## config.mk

```make
export PLATFORM = sky130hd
export DESIGN_NAME = apb_slave_regfile_flat
export DESIGN_NICKNAME = d
export VERILOG_FILES = /design/src/rtl/apb_slave_regfile_if.sv /design/src/rtl/apb_slave_regfile.sv /design/src/flat_wrapper.sv
export SDC_FILE = /design/constraint.sdc
export NUM_CORES = 1
export LEC_CHECK = 0
export CORE_MARGIN = 4
export CORE_UTILIZATION = 23
export CTS_BUF_LIST = sky130_fd_sc_hd__clkbuf_2
export DETAILED_ROUTE_END_ITERATION = 16
export HOLD_SLACK_MARGIN = 0.06
export SLEW_MARGIN = 20
export SYNTH_ARGS = -nofsm -noshare
export SYNTH_HDL_FRONTEND = slang
export SYNTH_SLANG_ARGS = --single-unit
```

## constraint.sdc

```tcl
create_clock -name Hclk -period 7.6 [get_ports Hclk]
set_clock_uncertainty 0.1 [all_clocks]
set_input_delay 1.52 -clock Hclk [delete_from_list [all_inputs] [get_ports Hclk]]
set_output_delay 1.52 -clock Hclk [all_outputs]
set_load 0.1 [all_outputs]
```

## src/rtl/apb_slave_regfile_if.sv

```systemverilog
// -----------------------------------------------------------------------------
// apb_slave_regfile_if
//   APB bus bundle between a requester (the bridge) and the register-file
//   completer.
//   Pselx   [2:0]  slave selects           (master -> slave)
//   Penable        access phase            (master -> slave)
//   Pwrite         1=write, 0=read         (master -> slave)
//   Paddr   [31:0] byte address            (master -> slave)
//   Pwdata  [31:0] write data              (master -> slave)
//   Prdata  [31:0] read data               (slave -> master)
//   Pready         transfer completes      (slave -> master)
//   Pslverr        error, valid w/ Pready  (slave -> master)
// -----------------------------------------------------------------------------
interface apb_slave_regfile_if;
  logic [2:0]  Pselx;
  logic        Penable;
  logic        Pwrite;
  logic [31:0] Paddr;
  logic [31:0] Pwdata;
  logic [31:0] Prdata;
  logic        Pready;
  logic        Pslverr;

  modport master (
    output Pselx, Penable, Pwrite, Paddr, Pwdata,
    input  Prdata, Pready, Pslverr
  );

  modport slave (
    input  Pselx, Penable, Pwrite, Paddr, Pwdata,
    output Prdata, Pready, Pslverr
  );
endinterface

```

## src/rtl/apb_slave_regfile.sv

```systemverilog
// -----------------------------------------------------------------------------
// apb_slave_regfile
//   APB completer backed by a DEPTH x 32-bit register file, with a fixed
//   number of wait states per transfer and error responses for misaligned
//   or out-of-window addresses.
//   Hclk    rising-edge clock
//   Hreset  synchronous reset, active-high (clears state and all words)
//   bus     apb_slave_regfile_if.slave; only Pselx[SEL_IDX] selects this block
// -----------------------------------------------------------------------------
module apb_slave_regfile #(
  parameter int          DEPTH       = 16,
  parameter logic [31:0] BASE_ADDR   = 32'h0000_0000,
  parameter int          WAIT_STATES = 0,
  parameter int          SEL_IDX     = 0
) (
  input  logic                Hclk,
  input  logic                Hreset,
  apb_slave_regfile_if.slave  bus
);

  localparam int          AW   = $clog2(DEPTH);
  localparam logic [31:0] SPAN = 32'(DEPTH * 4);

  localparam logic [0:0] ST_IDLE   = 1'b0;
  localparam logic [0:0] ST_ACCESS = 1'b1;

  logic [0:0]    state_q,    state_d;
  logic [3:0]    wait_cnt_q, wait_cnt_d;
  logic          addr_err_q, addr_err_d;
  logic [AW-1:0] idx_l_q,    idx_l_d;
  logic          wr_l_q,     wr_l_d;
  logic [31:0]   wdata_l_q,  wdata_l_d;
  logic [31:0]   rdata_l_q,  rdata_l_d;
  logic [31:0]   mem_q [DEPTH];

  logic          sel;
  logic [31:0]   off;
  logic [AW-1:0] idx;
  logic          err;
  logic          mem_we;
  logic          ready;

  // Only one select bit belongs to this block; the rest are deliberately ignored.
  logic unused_sel;
  assign unused_sel = ^bus.Pselx;

  // Address decode. Addresses below the base wrap to a huge offset, so the
  // explicit below-base term only documents the intent.
  assign sel = bus.Pselx[SEL_IDX];
  assign off = bus.Paddr - BASE_ADDR;
  assign idx = off[AW+1:2];
  assign err = (bus.Paddr[1:0] != 2'b00) | (bus.Paddr < BASE_ADDR) | (off >= SPAN);

  always_comb begin
    // NOTE: every always_comb output gets a default first so no path leaves it
    // unassigned, which would otherwise infer a latch.
    state_d    = state_q;
    wait_cnt_d = wait_cnt_q;
    addr_err_d = addr_err_q;
    idx_l_d    = idx_l_q;
    wr_l_d     = wr_l_q;
    wdata_l_d  = wdata_l_q;
    rdata_l_d  = rdata_l_q;
    mem_we     = 1'b0;

    if (sel && !bus.Penable) begin
      // Setup phase: accepted from IDLE, and from ACCESS it drops the
      // in-flight transfer and starts over with the new request.
      addr_err_d = err;
      idx_l_d    = idx;
      wr_l_d     = bus.Pwrite;
      wdata_l_d  = bus.Pwdata;
      rdata_l_d  = err ? 32'h0 : mem_q[idx];
      wait_cnt_d = 4'(WAIT_STATES);
      state_d    = ST_ACCESS;
    end else if (state_q == ST_ACCESS) begin
      if (!sel) begin
        state_d = ST_IDLE;                     // abort: nothing committed
      end else if (wait_cnt_q != 4'd0) begin
        wait_cnt_d = wait_cnt_q - 4'd1;
      end else begin
        mem_we  = wr_l_q & ~addr_err_q;
        state_d = ST_IDLE;
      end
    end
    // IDLE with sel & Penable but no setup falls through: ignored.
  end

  assign ready       = (state_q == ST_ACCESS) && (wait_cnt_q == 4'd0);
  assign bus.Pready  = ready;
  assign bus.Pslverr = ready & addr_err_q;
  assign bus.Prdata  = (ready && !wr_l_q && !addr_err_q) ? rdata_l_q : 32'h0;

  // NOTE: sequential state uses non-blocking assignments so every flop samples
  // its pre-edge inputs regardless of statement order.
  always_ff @(posedge Hclk) begin
    if (Hreset) begin
      state_q    <= ST_IDLE;
      wait_cnt_q <= 4'd0;
      addr_err_q <= 1'b0;
      idx_l_q    <= '0;
      wr_l_q     <= 1'b0;
      wdata_l_q  <= 32'h0;
      rdata_l_q  <= 32'h0;
      // NOTE: the register file must read as zero after reset, so the words
      // are individual flops with reset rather than an unreset RAM macro.
      for (int i = 0; i < DEPTH; i++) mem_q[i] <= 32'h0;
    end else begin
      state_q    <= state_d;
      wait_cnt_q <= wait_cnt_d;
      addr_err_q <= addr_err_d;
      idx_l_q    <= idx_l_d;
      wr_l_q     <= wr_l_d;
      wdata_l_q  <= wdata_l_d;
      rdata_l_q  <= rdata_l_d;
      if (mem_we) mem_q[idx_l_q] <= wdata_l_q;
    end
  end

endmodule

```

## src/flat_wrapper.sv

```systemverilog
// flat-port wrapper written by rule: the top's interface ports become plain ports
module apb_slave_regfile_flat 
#(
  parameter int          DEPTH       = 16,
  parameter logic [31:0] BASE_ADDR   = 32'h0000_0000,
  parameter int          WAIT_STATES = 0,
  parameter int          SEL_IDX     = 0
)
  (Hclk, Hreset, bus_Pselx, bus_Penable, bus_Pwrite, bus_Paddr, bus_Pwdata, bus_Prdata, bus_Pready, bus_Pslverr);
  apb_slave_regfile_if bus_i ();
  input  logic Hclk;
  input  logic Hreset;
  input wire logic [$bits(bus_i.Pselx)-1:0] bus_Pselx;
  input wire logic [$bits(bus_i.Penable)-1:0] bus_Penable;
  input wire logic [$bits(bus_i.Pwrite)-1:0] bus_Pwrite;
  input wire logic [$bits(bus_i.Paddr)-1:0] bus_Paddr;
  input wire logic [$bits(bus_i.Pwdata)-1:0] bus_Pwdata;
  output wire logic [$bits(bus_i.Prdata)-1:0] bus_Prdata;
  output wire logic [$bits(bus_i.Pready)-1:0] bus_Pready;
  output wire logic [$bits(bus_i.Pslverr)-1:0] bus_Pslverr;
  assign bus_i.Pselx = bus_Pselx;
  assign bus_i.Penable = bus_Penable;
  assign bus_i.Pwrite = bus_Pwrite;
  assign bus_i.Paddr = bus_Paddr;
  assign bus_i.Pwdata = bus_Pwdata;
  assign bus_Prdata = bus_i.Prdata;
  assign bus_Pready = bus_i.Pready;
  assign bus_Pslverr = bus_i.Pslverr;
  apb_slave_regfile #(.DEPTH(DEPTH), .BASE_ADDR(BASE_ADDR), .WAIT_STATES(WAIT_STATES), .SEL_IDX(SEL_IDX)) u_core (.Hclk(Hclk), .Hreset(Hreset), .bus(bus_i));
endmodule
```

==> results of run 1 <==
[cell usage in the layout, fill, tap and decap left out, types with 38 or more instances in the layout]
| cell | count |
|---|---|
| and2_1 | 545 |
| o22ai_1 | 63 |
| edfxtp_1 | 512 |
| clkdlybuf4s50_1 | 99 |
| nand2_1 | 110 |
| clkbuf_2 | 259 |
| a21oi_1 | 38 |
| mux2i_1 | 253 |
| nor2_1 | 100 |
| dfxtp_1 | 75 |
| nor4_1 | 39 |
[worst register-to-register path: stages, from the launching register on]
cell     delay [ps]
dfxtp_1         340
inv_1            80
ha_1            130
or3b_1          470
or4_4           760
nor4_4          290
buf_4           470
or2_2           490
buf_4           470
[area by class of cell]
cell class | instances | share of cell area
clock buffer | 259 | 0.0420
antenna | 12 | 0.000974
timing repair buffer | 138 | 0.0428
clock inverter | 21 | 0.00527
tap | 1524 | 0.0618
multi-input combinational | 1351 | 0.298
inverter | 14 | 0.00170
sequential | 587 | 0.547
[path summary, 6_finish.rpt]
check	to	cells after the start	slack, ps	start
hold reg to reg	u_core.rdata_l_q[29]	2	400	u_core.rdata_l_q[29]
setup / recovery	bus_Prdata[23]	7	1690	u_core.wait_cnt_q[0]
setup reg to reg	u_core.mem_q[1][12]	8	3720	u_core.wait_cnt_q[0]
hold / removal	u_core.rdata_l_q[29]	2	400	u_core.rdata_l_q[29]
[per-layer routing]
metal  GRT usage  wire (um)
met5           0         62
met3      0.0268       5660
met1       0.159      32800
met4      0.0587       2450
met2       0.196      35700
[stage by stage]
stage | hold WS [ps] | cells
after detailed placement | 383 | 3614
after floorplan | 349 | 2133
final | 397 | 3906
after global routing | 446 | 3901
after global placement | 373 | 3613
after CTS | 402 | 3894
[kinds of logic (layout without fill, tap and decap cells)]
group,count (synthesis),after routing,synth area share
and+or+nand+nor,903,903,0.198
DFF,587,587,0.629
muxes,255,255,0.0961
buffers and inverters,195,432,0.0297
AOI/OAI and AO/OA,188,188,0.0453
xor gates and xnor gates,3,3,0.000980
adders and majority gates,2,2,0.000933
other,0,12,0
[power by group through the flow]
stage / sequential, W / clock [W] / combinational (W)
3_3_place_gp: 0.00372 / 0 / 0.000397
3_5_place_dp: 0.00373 / 0 / 0.000401
5_1_grt: 0.00366 / 0.00251 / 0.000428
4_1_cts: 0.00365 / 0.00234 / 0.000402
6_report: 0.00365 / 0.00229 / 0.000400
2_1_floorplan: 0.00369 / 0 / 0.000254
[registers in the layout (all words and copies together) (netlist names)]
signal,count
u_core.wr_l_q,1
u_core.addr_err_q,1
u_core.wait_cnt_q,4
u_core.idx_l_q,4
u_core.wdata_l_q,32
u_core.state_q,1
u_core.rdata_l_q,32
u_core.mem_q,512
==> results.toml, run 1 <==
[worst_setup_path]
path_buf_inv = 3
crit_family = "buffers and inverters"
crit_path_start_kind = "flip-flop"
worstPathCellList = "inv_1, ha_1, or3b_1, nor4_2, buf_4, and2_1, clkdlybuf4s50_1"
cp_data_arrival_time_ps = 4290
cp-end-kind = "output pin"
crit_type = "reg2out"
cp_slowest_cell = "clkdlybuf4s50_1"
slowest_delay_ps = 1160
crit_fanout = 33
crit_required_ps = 5980

[drt]
drt-initial-drc-count = 1265
firstDrtPassIters = 5
postRouteWirelength_um = 76700
final_antenna_net_count = 0
viasPerCell = 4.43
drc = 0
wl_per_cell_um = 19.6
dr_total_vias = 17305

[timing]
max_slew_margin = 0.209
hold_viol = 0
worstMarginPinSlew_ps = 1190
fin_crit_ps = 5910
rsz0062_at_grt = "no"
setup_violations = 0
layout_setup_ws_ps = 1690
setup-tns-final_ps = 0
final_max_slew_viol_count = 0
max_freq_ghz = 0.169
post-route-period-util = 0.777

[logic_synthesis]
yosysTopAreaCell = "edfxtp_1"
seq_area_frac_synth = 0.629
synth_top_area_share = 0.573
synthDistinctLibCells = 42
synth_area_sq_um = 26800
synthArstFlopShare = 0
yosysMostFrequentCell = "and2_1"
syn_inst = 2133
ys_top_cells_by_area = "edfxtp_1, and2_1, mux2i_1"
syn_nets = 2206
synth_commonest_cells = "and2_1, edfxtp_1, mux2i_1"
synth_ff_type = "edfxtp_1"
synth_edf_count = 512
yosys_warnings = 0
avgSynthCellArea_sq_um = 12.6
ys_ff_latch = 587

[clocking]
clkTransAtPathRegs_ps = 100
numCtsBuffers = 151
clk-insertion-delay-late_ps = 1340
post_cts_resized = 0
cts.sinks = 587
cts_tree = "built"
cts_setup_buffers = 0
cts_hold_buffers = 0
htreeDepth = 4
clockRootBuffer = "clkbuf_2"
cts.path.max_buffers = 3

[placement]
gp_routability_congestion = 0.737
placed_cell_area_sq_um = 29300
port-buffer-count = 102
hpwl_um = 42700
post-place-ws_ps = 2370

[grt]
grt_pass1_wl_um = 111000
grt_max_degree = 93
grt_util_all_layers = 0.123
overflow = 0
grt_pass1_vias = 17352
antenna_found_initial = 19

[finish]
n_fill_cell = 12031
finalNetCount = 2316
regArea_sq_um = 16900
drive_above_1_share = 0.148
fin_util = 0.266
multi_input_area_sq_um = 9200
syn_to_final_growth_pct = 15.0
final_area_sq_um = 30800

[power_and_ir_drop]
ir_drop_mv = 0.120
p_leak_nw = 11.5
p_per_area_nw_per_um2 = 206
power_frac_comb = 0.063
p_int_w = 0.00471
p_seq_frac = 0.576
p_total_w = 0.00634
switching_share = 0.258
pwr-share-clk = 0.361
p_sw_w = 0.00164

[floorplan]
rows = 125
die_area_sq_um = 122000
die_x_um = 350
start_util = 0.231
fp.dieH_um = 350
core-area_sq_um = 116000
io_pins = 105

[min_path]
hp-class = "reg2reg"

[run]
cap_violations = 0

[outcome]
status = "finished clean"
(Power assumes the default switching activity.)
==> run 2, diff against run 1 <==
==> constraint.sdc (replaced) <==
create_clock -name Hclk -period 5.7 [get_ports Hclk]
set_clock_uncertainty 0.1 [all_clocks]
set_input_delay 1.14 -clock Hclk [delete_from_list [all_inputs] [get_ports Hclk]]
set_output_delay 1.14 -clock Hclk [all_outputs]
set_load 0.1 [all_outputs]
==> results.toml, run 2 (synthesis results as in run 1) <==
[timing]
setup_violations = 0
hold_viol = 0
fin_crit_ps = 5010
rsz0062_at_grt = "no"
worstMarginPinSlew_ps = 1260
setup-tns-final_ps = 0
post-route-period-util = 0.880
max_freq_ghz = 0.199
max_slew_margin = 0.162
final_max_slew_viol_count = 0

[grt]
grt_util_all_layers = 0.128
grt_max_degree = 79
grt_busiest_layer = "met2"
use_met2 = 0.203
overflow = 0
met1_usage = 0.175
antenna_found_initial = 12
grt_pass1_vias = 17287
grt_pass1_wl_um = 115000
met3_usage = 0.0245

[power_and_ir_drop]
p_per_area_nw_per_um2 = 278
p_leak_nw = 11.7
ir_drop_mv = 0.151
p_total_w = 0.00860

[placement]
port-buffer-count = 102
placed_cells = 3634
gp_routability_congestion = 0.747
hpwl_um = 46100

[finish]
top_register = "u_core.mem_q"
layout_common_cells = "and2_1, edfxtp_1, mux2i_1"
largest_reg_flops = 512
finalNetCount = 2335
n_fill_cell = 12087
top_regs = "u_core.mem_q: 512 flops, u_core.rdata_l_q: 32 flops, u_core.wdata_l_q: 32 flops"
layout.cells.non_filler = 3919
drive_above_1_share = 0.168
syn_to_final_growth_pct = 15.5
layout_commonest_cell = "and2_1"

[worst_setup_path]
crit_type = "reg2out"
r2r_slack_ps = 2080
crit_required_ps = 4460
worstPathCellList = "inv_1, ha_1, or3b_1, nor2_1, and2_1, clkdlybuf4s50_1"
path_depth = 6
r2r-end = "u_core.mem_q[9][15]"
cp_data_arrival_time_ps = 3770
reg2reg_from = "u_core.wait_cnt_q[0]"
cp_slowest_cell = "clkdlybuf4s50_1"
slowest_delay_ps = 1130
endpoint = "bus_Pslverr"
crit_start = "u_core.wait_cnt_q[0]"
reg2reg_depth = 7
crit_fanout = 7
crit_family = "buffers and inverters"
path_buf_inv = 2
cp-end-kind = "output pin"
crit_path_start_kind = "flip-flop"

[clocking]
clkTransAtPathRegs_ps = 100
numCtsBuffers = 149
cts.sinks = 587
clk-insertion-delay-late_ps = 1350
post_cts_resized = 0
htreeDepth = 4
cts.path.max_buffers = 3
clockRootBuffer = "clkbuf_2"
cts_tree = "built"

[floorplan]
core-area_sq_um = 116000
fp.dieH_um = 350
rows = 125
die_x_um = 350
die_area_sq_um = 122000
io_pins = 105
start_util = 0.231

[drt]
viasPerCell = 4.51
postRouteWirelength_um = 79600
dr_total_vias = 17661
firstDrtPassIters = 7
wl_per_cell_um = 20.3
drc = 0
drt-initial-drc-count = 1634
final_antenna_net_count = 0

[min_path]
hp-class = "in2reg"

[outcome]
status = "finished clean"

[run]
cap_violations = 0
-- run 2: changes by cell type in the layout (fill, tap and decap cells not counted), moves of 2 or more --
cell,delta
or2_4,-5
clkinv_2,+5
clkbuf_2,-9
bufinv_16,+3
buf_4,+48
diode_2,-3
or2_2,+5
buf_12,+5
clkinv_1,-2
clkdlybuf4s50_1,-32
-- run 2: repair_timing --
action | in CTS | in global routing
hold endpoints to repair | 2 | 0
buffers inserted | 0 | 0
hold buffers | 1 | 0
-- run 2: per-stage QoR --
step           hold WS, ps  utilization  area [sq um]  setup slack, ps
3_3_place_gp           375        0.254         29500             1380
4_1_cts               88.7        0.267         31000              488
6_report               261        0.267         31000              686
5_1_grt                158        0.267         31000              497
3_5_place_dp           387        0.254         29500             1330
2_1_floorplan          349            -         26800             1290
-- run 2: how the worst min path moves through the flow --
stage / end / cells after the start / slack (ps) / startpoint
CTS: u_core.wdata_l_q[6] / 3 / 90 / bus_Pwdata[6]
detailed placement: u_core.wr_l_q / 2 / 390 / u_core.wr_l_q
floorplan: u_core.wr_l_q / 2 / 350 / u_core.wr_l_q
global route: u_core.wdata_l_q[14] / 3 / 160 / bus_Pwdata[14]
global placement: u_core.rdata_l_q[14] / 2 / 380 / u_core.rdata_l_q[14]
finish: u_core.wdata_l_q[14] / 3 / 260 / bus_Pwdata[14]
-- run 2: worst min-delay path, stage by stage --
cell             delay [ps]
clkdlybuf4s50_1         400
nand2_1                  50
a21oi_1                  50
-- run 2: area by class of cell --
| class | instances | area [sq um] | area share |
|---|---|---|---|
| antenna | 9 | 22.5 | 0.000727 |
| tap | 1524 | 1910 | 0.0615 |
| clock inverter | 25 | 259 | 0.00836 |
| sequential | 587 | 16900 | 0.544 |
| timing repair buffer | 159 | 1440 | 0.0466 |
| multi-input combinational | 1351 | 9190 | 0.296 |
| clock buffer | 250 | 1250 | 0.0404 |
| inverter | 14 | 52.6 | 0.00170 |
-- run 2: metal layers --
| metal | part of all wire | vias up |
|---|---|---|
| li1 | - | 7983 |
| met1 | 0.45 | 8875 |
| met2 | 0.46 | 671 |
| met3 | 0.065 | 132 |
| met4 | 0.023 | 0 |
| met5 | 0 | - |
-- run 2: report_power, final --
part / internal [W] / total, W / switching, W
Sequential: 0.00478 / 0.00487 / 0.0000854
Combinational: 0.000192 / 0.000555 / 0.000362
Clock: 0.00141 / 0.00318 / 0.00177
==> RTL change, RTL diff (config.mk and constraints of run 1) <==
Register the output `bus.Pslverr`, without a reset; this adds one clock of latency there.
--- a/src/rtl/apb_slave_regfile.sv
+++ b/src/rtl/apb_slave_regfile.sv
@@ -88,7 +88,9 @@
 
   assign ready       = (state_q == ST_ACCESS) && (wait_cnt_q == 4'd0);
   assign bus.Pready  = ready;
-  assign bus.Pslverr = ready & addr_err_q;
+  always_ff @(posedge Hclk) begin
+    bus.Pslverr <= ready & addr_err_q;
+  end
   assign bus.Prdata  = (ready && !wr_l_q && !addr_err_q) ? rdata_l_q : 32'h0;
 
   // NOTE: sequential state uses non-blocking assignments so every flop samples
Function: not settled (the Yosys comparison gave no result); the edit may change what the design does.
==> RTL change against run 1 <==
Die area about the same; total power about the same; wire length increased by 1.9%; sequential share of layout area hardly changed; fmax is 1.4% lower; global-route usage rose by 0.31 points; sequential cell count is 1 higher; setup slack lost 0.085 ns; area after synthesis barely moved; design area hardly changed; critical endpoint unchanged; largest power group unchanged.
==> RTL change: results (changes against run 1) <==
[synth]
ys_seq_area_frac = 0.629  ; about the same
syn_nets = 2207  ; +0.045%
synth_xor_area_frac = 0.000979  ; about the same
synth_common_cells = 545 x and2_1, 512 x edfxtp_1, 253 x mux2i_1, 118 x clkbuf_1, 111 x nand2_1
synth_compound_area_frac = 0.0447  ; -0.000631
synthAdderAreaFrac = 0.000932  ; about the same

[min_path]
hold_end = u_core.wr_l_q

[clocking]
cts_buffers = 156  ; +3.3%

[routing]
first_pass_iters = 6  ; +1
wirelength_mm = 78.2  ; +1.9%
drt_iter0_drc = 1381  ; +9.2%
vias = 17200  ; -0.72%

[power_and_ir_drop]
p_seq_frac = 0.577  ; about the same
p_sw_mw = 1.65  ; +0.70%
peakVddDrop_uv = 131  ; +9.0%
p_leak_nw = 11.5  ; about the same
power_frac_clock = 0.360  ; about the same

[place]
globalplace.congestion = 0.722  ; -2.0%
dp_hpwl_mm = 43.3  ; +1.4%
pre_cts_ws_ns = 2.30  ; -0.0630 ns

[critical_path]
path_max_fanout = 32  ; -3.0%
reg2reg_slack_ns = 3.42  ; -0.30 ns

[status]
outcome = completed

[grt]
track_usage = 0.126  ; +0.00313
antenna_found_initial = 7  ; -12
grt_pass1_vias = 17500  ; +1.0%
grt_pass1_wl_mm = 114  ; +2.7%
grt_start_max_net_pins = 77  ; -17%

[sta]
max-slew-margin-rel = 0.257  ; +0.0476
period_minus_slack_ns = 5.99  ; +0.0849 ns

[final_layout]
layout-drive-gt1-share = 0.145  ; -0.00332

==> RTL change: per-stage QoR <==
step	instances	cell area, sq um
2_1_floorplan	2134	26800
6_report	3911	30900
4_1_cts	3899	30800
3_5_place_dp	3617	29400
5_1_grt	3900	30800
3_3_place_gp	3617	29400
==> RTL change: cell type report <==
cell class              instances  area, sq um
diodes                         11         27.5
multi-input cells            1353         9190
well taps                    1524         1910
repair buffers                140         1350
clock buffers                 251         1260
clock inverters                31          199
fillers                     12100        85200
inverters                      13         48.8
flip-flops and latches        588        16900
==> RTL change: cells by family after synthesis <==
logic type | after synthesis
compound gates | 186
fa+ha+maj | 2
mux | 255
xor+xnor | 3
buf+inv | 193
simple gates | 907
flops | 588
==> RTL change: worst min-delay path: cells and delay by family (launching register included) <==
family,cells,cell delay [ns]
AOI/OAI and AO/OA,1,0.05
and+or+nand+nor,1,0.06
DFF,1,0.34
==> RTL change: layer usage <==
layer,track usage,share of wire
met1,0.162,0.43
met3,0.0256,0.065
met5,0,0
met2,0.212,0.49
met4,0.0415,0.019
